$ cat src/rtl/student_iis_sched_pkg.sv
// Shared definitions for the IIS sample scheduler.
// Holds the scheduler state encoding, the per-sample processing mode
// encoding and the width of the dropped-sample counter.
package student_iis_sched_pkg;

    localparam int OVR_CNT_W = 16;

    typedef enum logic [1:0] {
        IDLE     = 2'd0,
        DISPATCH = 2'd1,
        WAIT_FIR = 2'd2,
        EMIT     = 2'd3
    } sched_state_e;

    typedef enum logic [1:0] {
        MODE_FIR    = 2'd0,
        MODE_BYPASS = 2'd1,
        MODE_MUTE   = 2'd2,
        MODE_HOLD   = 2'd3
    } sched_mode_e;

endpackage

$ cat src/rtl/student_iis_sched_sat_counter.sv
// Saturating up-counter with synchronous clear.
// Ports:
//   clk_i   - clock
//   clr_i   - synchronous clear to zero (has priority over inc_i)
//   inc_i   - add one when high, unless already at the maximum value
//   count_o - current count, sticks at all-ones once reached
module student_iis_sched_sat_counter #(
    parameter int WIDTH = 16
) (
    input  logic             clk_i,
    input  logic             clr_i,
    input  logic             inc_i,
    output logic [WIDTH-1:0] count_o
);

    // Count up on request but never wrap: once all-ones, the value stays put
    // so software can tell that "at least this many" events happened.
    always_ff @(posedge clk_i) begin
        if (clr_i) begin
            count_o <= '0;
        end else if (inc_i && (count_o != '1)) begin
            count_o <= count_o + WIDTH'(1);
        end
    end

endmodule

$ cat src/rtl/student_iis_sample_scheduler.sv
// IIS sample scheduler: takes one stereo pair per frame from the IIS
// receiver, pushes it through the FIR engine (or bypasses/mutes/holds it)
// and hands exactly one result pair to the IIS transmitter.
// Ports:
//   clk_i, rst_i              - clock, synchronous active-high reset
//   cfg_enable_i, cfg_mode_i  - accept enable, processing mode (see pkg)
//   rx_valid_i, rx_data_*_i   - receiver strobe and stereo sample
//   fir_start_o, fir_data_*_o - start pulse and latched sample to the FIR
//   fir_done_i, fir_data_*_i  - FIR completion strobe and result
//   tx_valid_o, tx_data_*_o   - transmitter strobe and output sample
//   busy_o                    - a sample is in flight
//   overrun_o, overrun_cnt_o  - dropped-sample pulse and saturating count
//   timeout_o                 - FIR did not answer in time
module student_iis_sample_scheduler
    import student_iis_sched_pkg::*;
#(
    parameter int DATA_SIZE         = 16,
    parameter int DATA_SIZE_FIR_OUT = 16,
    parameter int TIMEOUT_CYCLES    = 2048
) (
    input  logic                         clk_i,
    input  logic                         rst_i,
    input  logic                         cfg_enable_i,
    input  logic [1:0]                   cfg_mode_i,
    input  logic                         rx_valid_i,
    input  logic [DATA_SIZE-1:0]         rx_data_l_i,
    input  logic [DATA_SIZE-1:0]         rx_data_r_i,
    output logic                         fir_start_o,
    output logic [DATA_SIZE-1:0]         fir_data_l_o,
    output logic [DATA_SIZE-1:0]         fir_data_r_o,
    input  logic                         fir_done_i,
    input  logic [DATA_SIZE_FIR_OUT-1:0] fir_data_l_i,
    input  logic [DATA_SIZE_FIR_OUT-1:0] fir_data_r_i,
    output logic                         tx_valid_o,
    output logic [DATA_SIZE_FIR_OUT-1:0] tx_data_l_o,
    output logic [DATA_SIZE_FIR_OUT-1:0] tx_data_r_o,
    output logic                         busy_o,
    output logic                         overrun_o,
    output logic                         timeout_o,
    output logic [OVR_CNT_W-1:0]         overrun_cnt_o
);

    localparam int                TO_W    = $clog2(TIMEOUT_CYCLES);
    localparam logic [TO_W-1:0]   TO_LAST = TO_W'(TIMEOUT_CYCLES - 1);

    sched_state_e                 state_q;
    sched_state_e                 state_d;
    sched_mode_e                  rx_mode;
    logic                         accept;
    logic                         drop;
    logic                         done_take;
    logic                         to_hit;
    logic [TO_W-1:0]              to_cnt_q;
    logic [DATA_SIZE_FIR_OUT-1:0] bypass_l;
    logic [DATA_SIZE_FIR_OUT-1:0] bypass_r;

    assign rx_mode   = sched_mode_e'(cfg_mode_i);
    assign accept    = (state_q == IDLE) && rx_valid_i && cfg_enable_i;
    assign drop      = (state_q != IDLE) && rx_valid_i && cfg_enable_i;
    assign done_take = (state_q == WAIT_FIR) && fir_done_i;
    // A done arriving on the last allowed cycle still counts, so the
    // timeout only fires when done is absent on that edge.
    assign to_hit    = (state_q == WAIT_FIR) && !fir_done_i && (to_cnt_q == TO_LAST);

    // Bypass resizes the codec sample to the transmitter width: sign-extend
    // when growing, keep the MSBs when shrinking, plain copy when equal.
    generate
        if (DATA_SIZE_FIR_OUT > DATA_SIZE) begin : g_extend
            assign bypass_l = {{(DATA_SIZE_FIR_OUT-DATA_SIZE){rx_data_l_i[DATA_SIZE-1]}}, rx_data_l_i};
            assign bypass_r = {{(DATA_SIZE_FIR_OUT-DATA_SIZE){rx_data_r_i[DATA_SIZE-1]}}, rx_data_r_i};
        end else if (DATA_SIZE_FIR_OUT < DATA_SIZE) begin : g_truncate
            assign bypass_l = rx_data_l_i[DATA_SIZE-1 -: DATA_SIZE_FIR_OUT];
            assign bypass_r = rx_data_r_i[DATA_SIZE-1 -: DATA_SIZE_FIR_OUT];
        end else begin : g_equal
            assign bypass_l = rx_data_l_i;
            assign bypass_r = rx_data_r_i;
        end
    endgenerate

    // State register; reset aborts any in-flight sample on the spot.
    always_ff @(posedge clk_i) begin
        if (rst_i) begin
            state_q <= IDLE;
        end else begin
            state_q <= state_d;
        end
    end

    // Next-state logic. The mode is looked at only on acceptance, which is
    // what makes later mode changes harmless to the sample in flight.
    always_comb begin
        state_d = state_q;
        case (state_q)
            IDLE: begin
                if (accept) begin
                    state_d = (rx_mode == MODE_FIR) ? DISPATCH : EMIT;
                end
            end
            DISPATCH: state_d = WAIT_FIR;
            WAIT_FIR: begin
                if (fir_done_i || (to_cnt_q == TO_LAST)) begin
                    state_d = EMIT;
                end
            end
            EMIT:     state_d = IDLE;
            default:  state_d = IDLE;
        endcase
    end

    // Datapath: latch the accepted pair for the FIR, build the transmitter
    // sample (mode result or FIR result), run the FIR watchdog and register
    // the overrun/timeout pulses. FIR and hold modes leave tx data alone so a
    // timed-out FIR re-sends the previous sample.
    always_ff @(posedge clk_i) begin
        if (rst_i) begin
            fir_data_l_o <= '0;
            fir_data_r_o <= '0;
            tx_data_l_o  <= '0;
            tx_data_r_o  <= '0;
            to_cnt_q     <= '0;
            overrun_o    <= 1'b0;
            timeout_o    <= 1'b0;
        end else begin
            overrun_o <= drop;
            timeout_o <= to_hit;
            if (accept) begin
                fir_data_l_o <= rx_data_l_i;
                fir_data_r_o <= rx_data_r_i;
                case (rx_mode)
                    MODE_BYPASS: begin
                        tx_data_l_o <= bypass_l;
                        tx_data_r_o <= bypass_r;
                    end
                    MODE_MUTE: begin
                        tx_data_l_o <= '0;
                        tx_data_r_o <= '0;
                    end
                    default: begin
                    end
                endcase
            end
            if (state_q == DISPATCH) begin
                to_cnt_q <= '0;
            end else if (state_q == WAIT_FIR) begin
                to_cnt_q <= to_cnt_q + TO_W'(1);
            end
            if (done_take) begin
                tx_data_l_o <= fir_data_l_i;
                tx_data_r_o <= fir_data_r_i;
            end
        end
    end

    assign fir_start_o = (state_q == DISPATCH);
    assign tx_valid_o  = (state_q == EMIT);
    assign busy_o      = (state_q != IDLE);

    student_iis_sched_sat_counter #(
        .WIDTH (OVR_CNT_W)
    ) u_ovr_cnt (
        .clk_i   (clk_i),
        .clr_i   (rst_i),
        .inc_i   (drop),
        .count_o (overrun_cnt_o)
    );

endmodule

$ cat config.mk
export PLATFORM = sky130hd
export DESIGN_NAME = student_iis_sample_scheduler
export DESIGN_NICKNAME = d
export VERILOG_FILES = /design/src/rtl/student_iis_sched_pkg.sv /design/src/rtl/student_iis_sched_sat_counter.sv /design/src/rtl/student_iis_sample_scheduler.sv
export SDC_FILE = /design/constraint.sdc
export NUM_CORES = 1
export LEC_CHECK = 0
export BUFFER_PORTS_ARGS = -buffer_cell sky130_fd_sc_hd__buf_2
export CORE_ASPECT_RATIO = 0.9
export CORE_MARGIN = 4
export CORE_UTILIZATION = 52
export CTS_CLUSTER_DIAMETER = 80
export CTS_CLUSTER_SIZE = 10
export DETAILED_ROUTE_END_ITERATION = 8
export PLACE_DENSITY_LB_ADDON = 0.08
export SYNTH_ARGS = -nofsm -noshare
export SYNTH_HDL_FRONTEND = slang
export SYNTH_SLANG_ARGS = --single-unit
$ cat constraint.sdc
create_clock -name clk_i -period 6.9 [get_ports clk_i]
set_input_delay 0.345 -clock clk_i [delete_from_list [all_inputs] [get_ports clk_i]]
set_output_delay 0.345 -clock clk_i [all_outputs]
set_load 0.02 [all_outputs]
==> impl_metrics.py, run 1 <==
metrics = {
    "run_status": {
        "status": "finished clean",
    },
    "final_layout": {
        "fin_util_pct": 69.2,
        "fin_nets": 682,
        "syn2layout_area_growth_pct": 26.5,
        "register_area_mm2": 0.00190,
        "fill_cells": 643,
        "antennaDiodeCount": 0,
        "drive_gt1_share_pct": 31.8,
        "multi_input_area_mm2": 0.00188,
    },
    "route": {
        "routed-via-count": 3934,
        "routed_wl_mm": 11.0,
        "ant_nets": 0,
        "drt_iter0_markers": 170,
        "dr.pass1.iters": 4,
        "drc": 0,
        "wl_per_cell_um": 15.7,
        "via_per_inst": 5.60,
    },
    "synthesis": {
        "synth_area_mm2": 0.00393,
        "synth_ff_type": "dfxtp_1",
        "netlist_top_cells_area": "dfxtp_1, a221oi_1, nand2_1",
        "synth-seq-cells": 95,
        "synth_cells": 466,
        "seq_area_frac_synth_pct": 48.4,
        "synth-edff-count": 0,
        "synth_common_cells": "dfxtp_1, nand2_1, nor2_1",
        "synth_cell_types": 41,
        "synth_fp_nets": 543,
        "syn_area_per_cell_um2": 8.43,
        "synth.most_common_cell": "dfxtp_1",
        "netlist.area_leader.share_pct": 48.4,
        "synth_area_leader_cell": "dfxtp_1",
        "ys_warn_count": 0,
        "async_flop_share_pct": 0,
    },
    "clock_network": {
        "cts_buffers": 9,
        "postCtsSetupRepairBufs": 0,
        "clock_path_buffers": 2,
        "cts_hold_buf": 0,
        "root_buffer": "clkbuf_8",
        "htreeDepth": 3,
        "clkSinkCount": 95,
        "insertion_delay_ns": 0.36,
        "cts_resized": 0,
        "cts_tree": "done",
        "cts.clk_slew.worst_paths_ns": 0.09,
    },
    "sta": {
        "period_share_pct": 41.4,
        "setup_viol": 0,
        "fmax_mhz": 350,
        "tns_ns": 0,
        "tightest_slew_ns": 0.943,
        "clock_skew_ns": 0.00532,
        "period_needed_ns": 2.86,
        "finalHoldViolCount": 0,
        "max_slew_margin_pct": 37.1,
        "rsz0062_at_grt": "false",
        "slew_violations": 0,
    },
    "die": {
        "start_util_pct": 54.7,
        "dieArea_mm2": 0.00901,
        "die_w_um": 99.6,
        "fp.dieH_um": 90.5,
        "coreArea_mm2": 0.00718,
        "ioPinCount": 156,
        "rows": 29,
    },
    "placed_design": {
        "gp_congestion": 0.816,
        "io_buffers": 155,
        "dp_hpwl_mm": 7.72,
    },
    "setup_path": {
        "slowest_stage": "or4_1",
        "arrival_ns": 3.11,
        "crit_type": "flip-flop to flip-flop",
        "worstSetupEndpointType": "flip-flop",
        "slowest_delay_ns": 0.76,
        "cp_cell_sequence": "inv_1 -> ha_1 -> nand3b_1 -> or4_1 -> nor4b_1 -> mux2_2",
        "cp_max_fo": 20,
        "cp-start-kind": "flip-flop",
        "cp.required_ns": 7.16,
    },
    "hold_path": {
        "hold_class": "input port to flip-flop",
    },
    "grt": {
        "antenna_found_initial": 0,
        "grt_first_pass_wirelength_mm": 17.8,
        "grt_max_degree": 93,
        "grt_pass1_vias": 3707,
        "grt.overflow.total": 0,
        "track_usage_pct": 24.1,
    },
    "power_and_ir_drop": {
        "totalPowerFinal_mw": 1.55,
        "vdd_drop_max_mv": 0.237,
        "powerDensity_mw_per_mm2": 312,
        "power.leakage_nw": 2.15,
    },
    "job": {
        "max-cap-violations": 0,
    },
}
==> placed cells by master, fill, tap and decap left out, drive strengths merged, types with 3 or more instances in the layout <==
cell type,synthesis,final
ha,6,6
nor2b,5,5
or2,3,3
a221oi,32,32
and4,3,3
nor3,34,34
a21oi,42,42
nor3b,3,3
nor4,5,5
o31ai,6,6
dfxtp,95,95
mux2,6,6
buf,4,163
clkinv,0,5
nand3,10,10
o21ai,3,3
or4,7,7
clkbuf,31,10
xnor2,5,5
nand2,72,72
inv,7,7
nand4,6,6
nor2,56,56
xor2,6,6
==> worst max-delay path, delay by kind of cell, from the launching register on <==
| kind | cells | cell delay (ns) |
|---|---|---|
| adder cells (fa/ha/maj) | 1 | 0.28 |
| AND/OR/NAND/NOR | 3 | 1.65 |
| buffers and inverters | 1 | 0.09 |
| multiplexers | 1 | 0.37 |
| flip-flops | 1 | 0.37 |
==> sequential cells by signal, indices dropped and copies added, names as in the netlist <==
signal             flops
fir_data_l_o          16
fir_data_r_o          16
tx_data_l_o           16
tx_data_r_o           16
u_ovr_cnt.count_o     16
to_cnt_q              11
state_q                2
overrun_o              1
timeout_o              1
==> through the flow <==
step                std cells  hold WS [ns]  setup slack [ns]  area, um2
detailed placement        686         0.443              4.03       4760
floorplan                 466         0.479              4.74       3930
global route              703         0.213              3.81       4970
global placement          686         0.440              4.18       4760
CTS                       702         0.212              4.01       4960
finish                    703         0.226              4.04       4970
==> where the power goes <==
part / switching, mW / internal, mW / total, mW
Clock: 0.196 / 0.179 / 0.375
Combinational: 0.339 / 0.174 / 0.513
Sequential: 0.0395 / 0.625 / 0.664
Total: 0.575 / 0.978 / 1.55
==> worst paths after layout <==
path	depth (start not counted)	from	endpoint	slack, ns
worst max-delay path	6	state_q[0]$_SDFFE_PP0P_	u_ovr_cnt.count_o[13]$_SDFFE_PP0P_	4.04
worst min-delay path	3	rx_data_r_i[3]	fir_data_r_o[3]$_SDFFE_PP0P_	0.23
worst min register to register	2	fir_data_l_o[5]$_SDFFE_PP0P_	fir_data_l_o[5]$_SDFFE_PP0P_	0.45
worst max register to register	6	state_q[0]$_SDFFE_PP0P_	u_ovr_cnt.count_o[13]$_SDFFE_PP0P_	4.04
==> cell type report <==
| cell class | instances | area share (%) |
|---|---|---|
| repair buffers | 163 | 16.8 |
| clock buffers | 10 | 2.77 |
| flip-flops and latches | 95 | 38.3 |
| well taps | 93 | 2.34 |
| multi-input cells | 329 | 37.9 |
| inverters | 7 | 0.529 |
| clock inverters | 6 | 1.41 |
==> cell families after synthesis <==
family / Yosys count / share of synthesized area (%)
AO/OA/AOI/OAI: 91 / 15.6
XOR/XNOR: 11 / 2.45
adder cells (fa/ha/maj): 6 / 1.91
buffers and inverters: 42 / 4.11
flip-flops: 95 / 48.4
multiplexers: 7 / 1.97
AND/OR/NAND/NOR: 214 / 25.6
==> per-layer routing <==
layer | routed length [um] | GRT usage (%) | part of all wire [%] | up-vias
met5 | 0 | 0 | 0 | -
met4 | 244 | 9.44 | 2.2 | 0
met3 | 1100 | 8.11 | 9.9 | 20
met2 | 5350 | 39.8 | 48 | 163
met1 | 4350 | 28.6 | 39 | 1817
li1 | - | - | - | 1934
(Power assumes the default switching activity.)
==> inputs of run 2 (changes only) <==
Settings changed: CORE_UTILIZATION 52 to 44.
Clock period 6.9 ns to 2.4 ns, I/O delays scaled along.
==> run 2 against run 1 <==
Net effect:
- critical path depth unchanged
- fmax rose by 31%
- register-to-register slack got worse by 3.8 ns
- sequential cell count is the same
- sequential power grew to 2.9 times the previous value
- highest routed layer unchanged
- design area grew 2.5%
- worst setup slack lost 3.8 ns
- clock-buffer cell count up 2
- global-route usage decreased by 3.0 points
- sequential share of layout area fell by 0.93 points
- core utilization is 10 points lower
- die area rose by 17%
- critical endpoint is now u_ovr_cnt.count_o[15]$_SDFFE_PP0P_
==> impl_metrics.py, run 2 (synthesized netlist as in run 1, its figures left out) <==
metrics = {
    "final_layout": {
        "mostFrequentLayoutCells": "buf_2, dfxtp_1, nand2_1",
        "antennaDiodeCount": 0,
        "drive_gt1_share_pct": 32.5,
        "fill_cells": 837,
        "register_area_mm2": 0.00190,
        "multi_input_area_mm2": 0.00188,
        "mostFrequentLayoutCell": "buf_2",
        "fin_nets": 694,
        "syn2layout_area_growth_pct": 29.6,
    },
    "job": {
        "max-cap-violations": 0,
    },
    "setup_path": {
        "rr_startpoint": "state_q[0]$_SDFFE_PP0P_",
        "slowest_stage": "or4_1",
        "r2r_slack_ns": 0.22,
        "r2r_end": "u_ovr_cnt.count_o[15]$_SDFFE_PP0P_",
        "cp.required_ns": 2.64,
        "cp-start-kind": "flip-flop",
        "ff2ff_path_depth": 6,
        "arrival_ns": 2.42,
        "cp_max_fo": 6,
        "critPathLaunch": "state_q[0]$_SDFFE_PP0P_",
        "crit_type": "flip-flop to flip-flop",
        "path_delay_family": "simple AND/OR/NAND/NOR gates",
        "path_buf_inv": 1,
        "slowest_delay_ns": 0.59,
        "endpoint": "u_ovr_cnt.count_o[15]$_SDFFE_PP0P_",
        "path_depth": 6,
        "worstSetupEndpointType": "flip-flop",
        "cp_cell_sequence": "inv_1 -> ha_1 -> nand3b_1 -> or4_1 -> nor4_1 -> mux2_2",
    },
    "die": {
        "dieArea_mm2": 0.0105,
        "fp.dieH_um": 97.7,
        "rows": 32,
        "coreArea_mm2": 0.00865,
        "die_w_um": 108,
        "ioPinCount": 156,
        "start_util_pct": 45.4,
    },
    "power_and_ir_drop": {
        "powerDensity_mw_per_mm2": 866,
        "power.leakage_nw": 2.19,
        "vdd_drop_max_mv": 0.544,
    },
    "route": {
        "drt_iter0_markers": 124,
        "routed_wl_mm": 11.0,
        "routed-via-count": 3900,
        "top_layer": "met4",
        "route.met2.wl_mm": 5.29,
        "via_per_inst": 5.26,
        "ant_nets": 0,
        "drc": 0,
        "wl_met1_mm": 4.62,
        "wl_per_cell_um": 14.9,
        "wl_met3_um": 912,
        "dr.pass1.iters": 4,
    },
    "sta": {
        "period_share_pct": 90.7,
        "tns_ns": 0,
        "fmax_mhz": 459,
        "rsz0062_at_grt": "false",
        "clock_skew_ns": 0.0121,
        "tightest_slew_ns": 0.845,
        "period_needed_ns": 2.18,
        "worst_slack_ns": 0.223,
        "finalHoldViolCount": 0,
        "max_slew_margin_pct": 43.7,
        "setup_viol": 0,
        "slew_violations": 0,
    },
    "grt": {
        "track_usage_pct": 21.0,
        "grt_first_pass_wirelength_mm": 18.1,
        "grt_max_degree": 49,
        "grt_pass1_vias": 3719,
        "antenna_found_initial": 0,
        "grt.overflow.total": 0,
    },
    "clock_network": {
        "root_buffer": "clkbuf_8",
        "clock_path_buffers": 2,
        "cts_tree": "done",
        "insertion_delay_ns": 0.35,
        "clkSinkCount": 95,
        "cts.clk_slew.worst_paths_ns": 0.09,
        "htreeDepth": 3,
        "cts_buffers": 9,
        "postCtsSetupRepairBufs": 0,
    },
    "placed_design": {
        "dp_hpwl_mm": 7.99,
        "dpl_worst_slack_ns": 0.188,
        "io_buffers": 155,
        "gp_congestion": 0.815,
    },
    "hold_path": {
        "hold_class": "input port to flip-flop",
    },
    "run_status": {
        "status": "finished clean",
    },
}
## run 2: worst min-delay path by stage
stage / slack [ns] / startpoint / depth (start not counted) / end
6_report: 0.01 / rx_data_r_i[7] / 3 / fir_data_r_o[7]$_SDFFE_PP0P_
5_1_grt: 0.002 / rx_data_r_i[7] / 3 / fir_data_r_o[7]$_SDFFE_PP0P_
4_1_cts: 0.0008 / rx_data_r_i[7] / 3 / fir_data_r_o[7]$_SDFFE_PP0P_
3_5_place_dp: 0.38 / rx_data_l_i[3] / 3 / fir_data_l_o[3]$_SDFFE_PP0P_
3_3_place_gp: 0.37 / rx_data_r_i[5] / 3 / fir_data_r_o[5]$_SDFFE_PP0P_
2_1_floorplan: 0.26 / rx_data_l_i[0] / 2 / fir_data_l_o[0]$_SDFFE_PP0P_
## run 2: final cells by class
cell class | instances | share of cell area, %
inverter | 7 | 0.516
clock buffer | 12 | 3.05
clock inverter | 4 | 0.589
timing repair buffer | 175 | 18.6
tap | 119 | 2.92
sequential | 95 | 37.3
multi-input combinational | 329 | 37.0
## run 2: worst register-to-register path, cell delays in order, from the launching register on
cell	delay (ns)
dfxtp_1	0.36
inv_1	0.08
ha_1	0.21
nand3b_1	0.17
or4_1	0.59
nor4_1	0.31
mux2_2	0.36
## run 2: where the power goes
part / switching (mW) / internal, mW / leakage (nW) / total (mW)
clock network: 0.542 / 0.436 / 0.0926 / 0.978
registers: 0.115 / 1.80 / 0.773 / 1.91
logic: 0.977 / 0.549 / 1.33 / 1.53
total: 1.63 / 2.78 / 2.19 / 4.41
## run 2: metal layers
metal  up-vias  track usage, %
met3        15            7.31
met4         0            4.56
met5         -               0
met1      1790            25.6
li1       1955               -
met2       140            35.6
## run 2: what timing repair did
action,in CTS,in global routing
resized for setup,0,1
hold endpoints to repair,4,0
hold buffers,4,0
endpoints found under the setup margin,0,20
## run 2: stage by stage
stage / total power, mW / hold slack (ns) / instances / instance area, um2 / util (%)
after floorplan: 2.92 / 0.256 / 466 / 3930 / -
after global placement: 3.44 / 0.373 / 721 / 4870 / 56.3
after detailed placement: 3.48 / 0.381 / 721 / 4870 / 56.3
after CTS: 4.47 / 0.000836 / 741 / 5090 / 58.9
after global routing: 4.70 / 0.00228 / 741 / 5090 / 58.9
final: 4.41 / 0.0139 / 741 / 5090 / 58.9
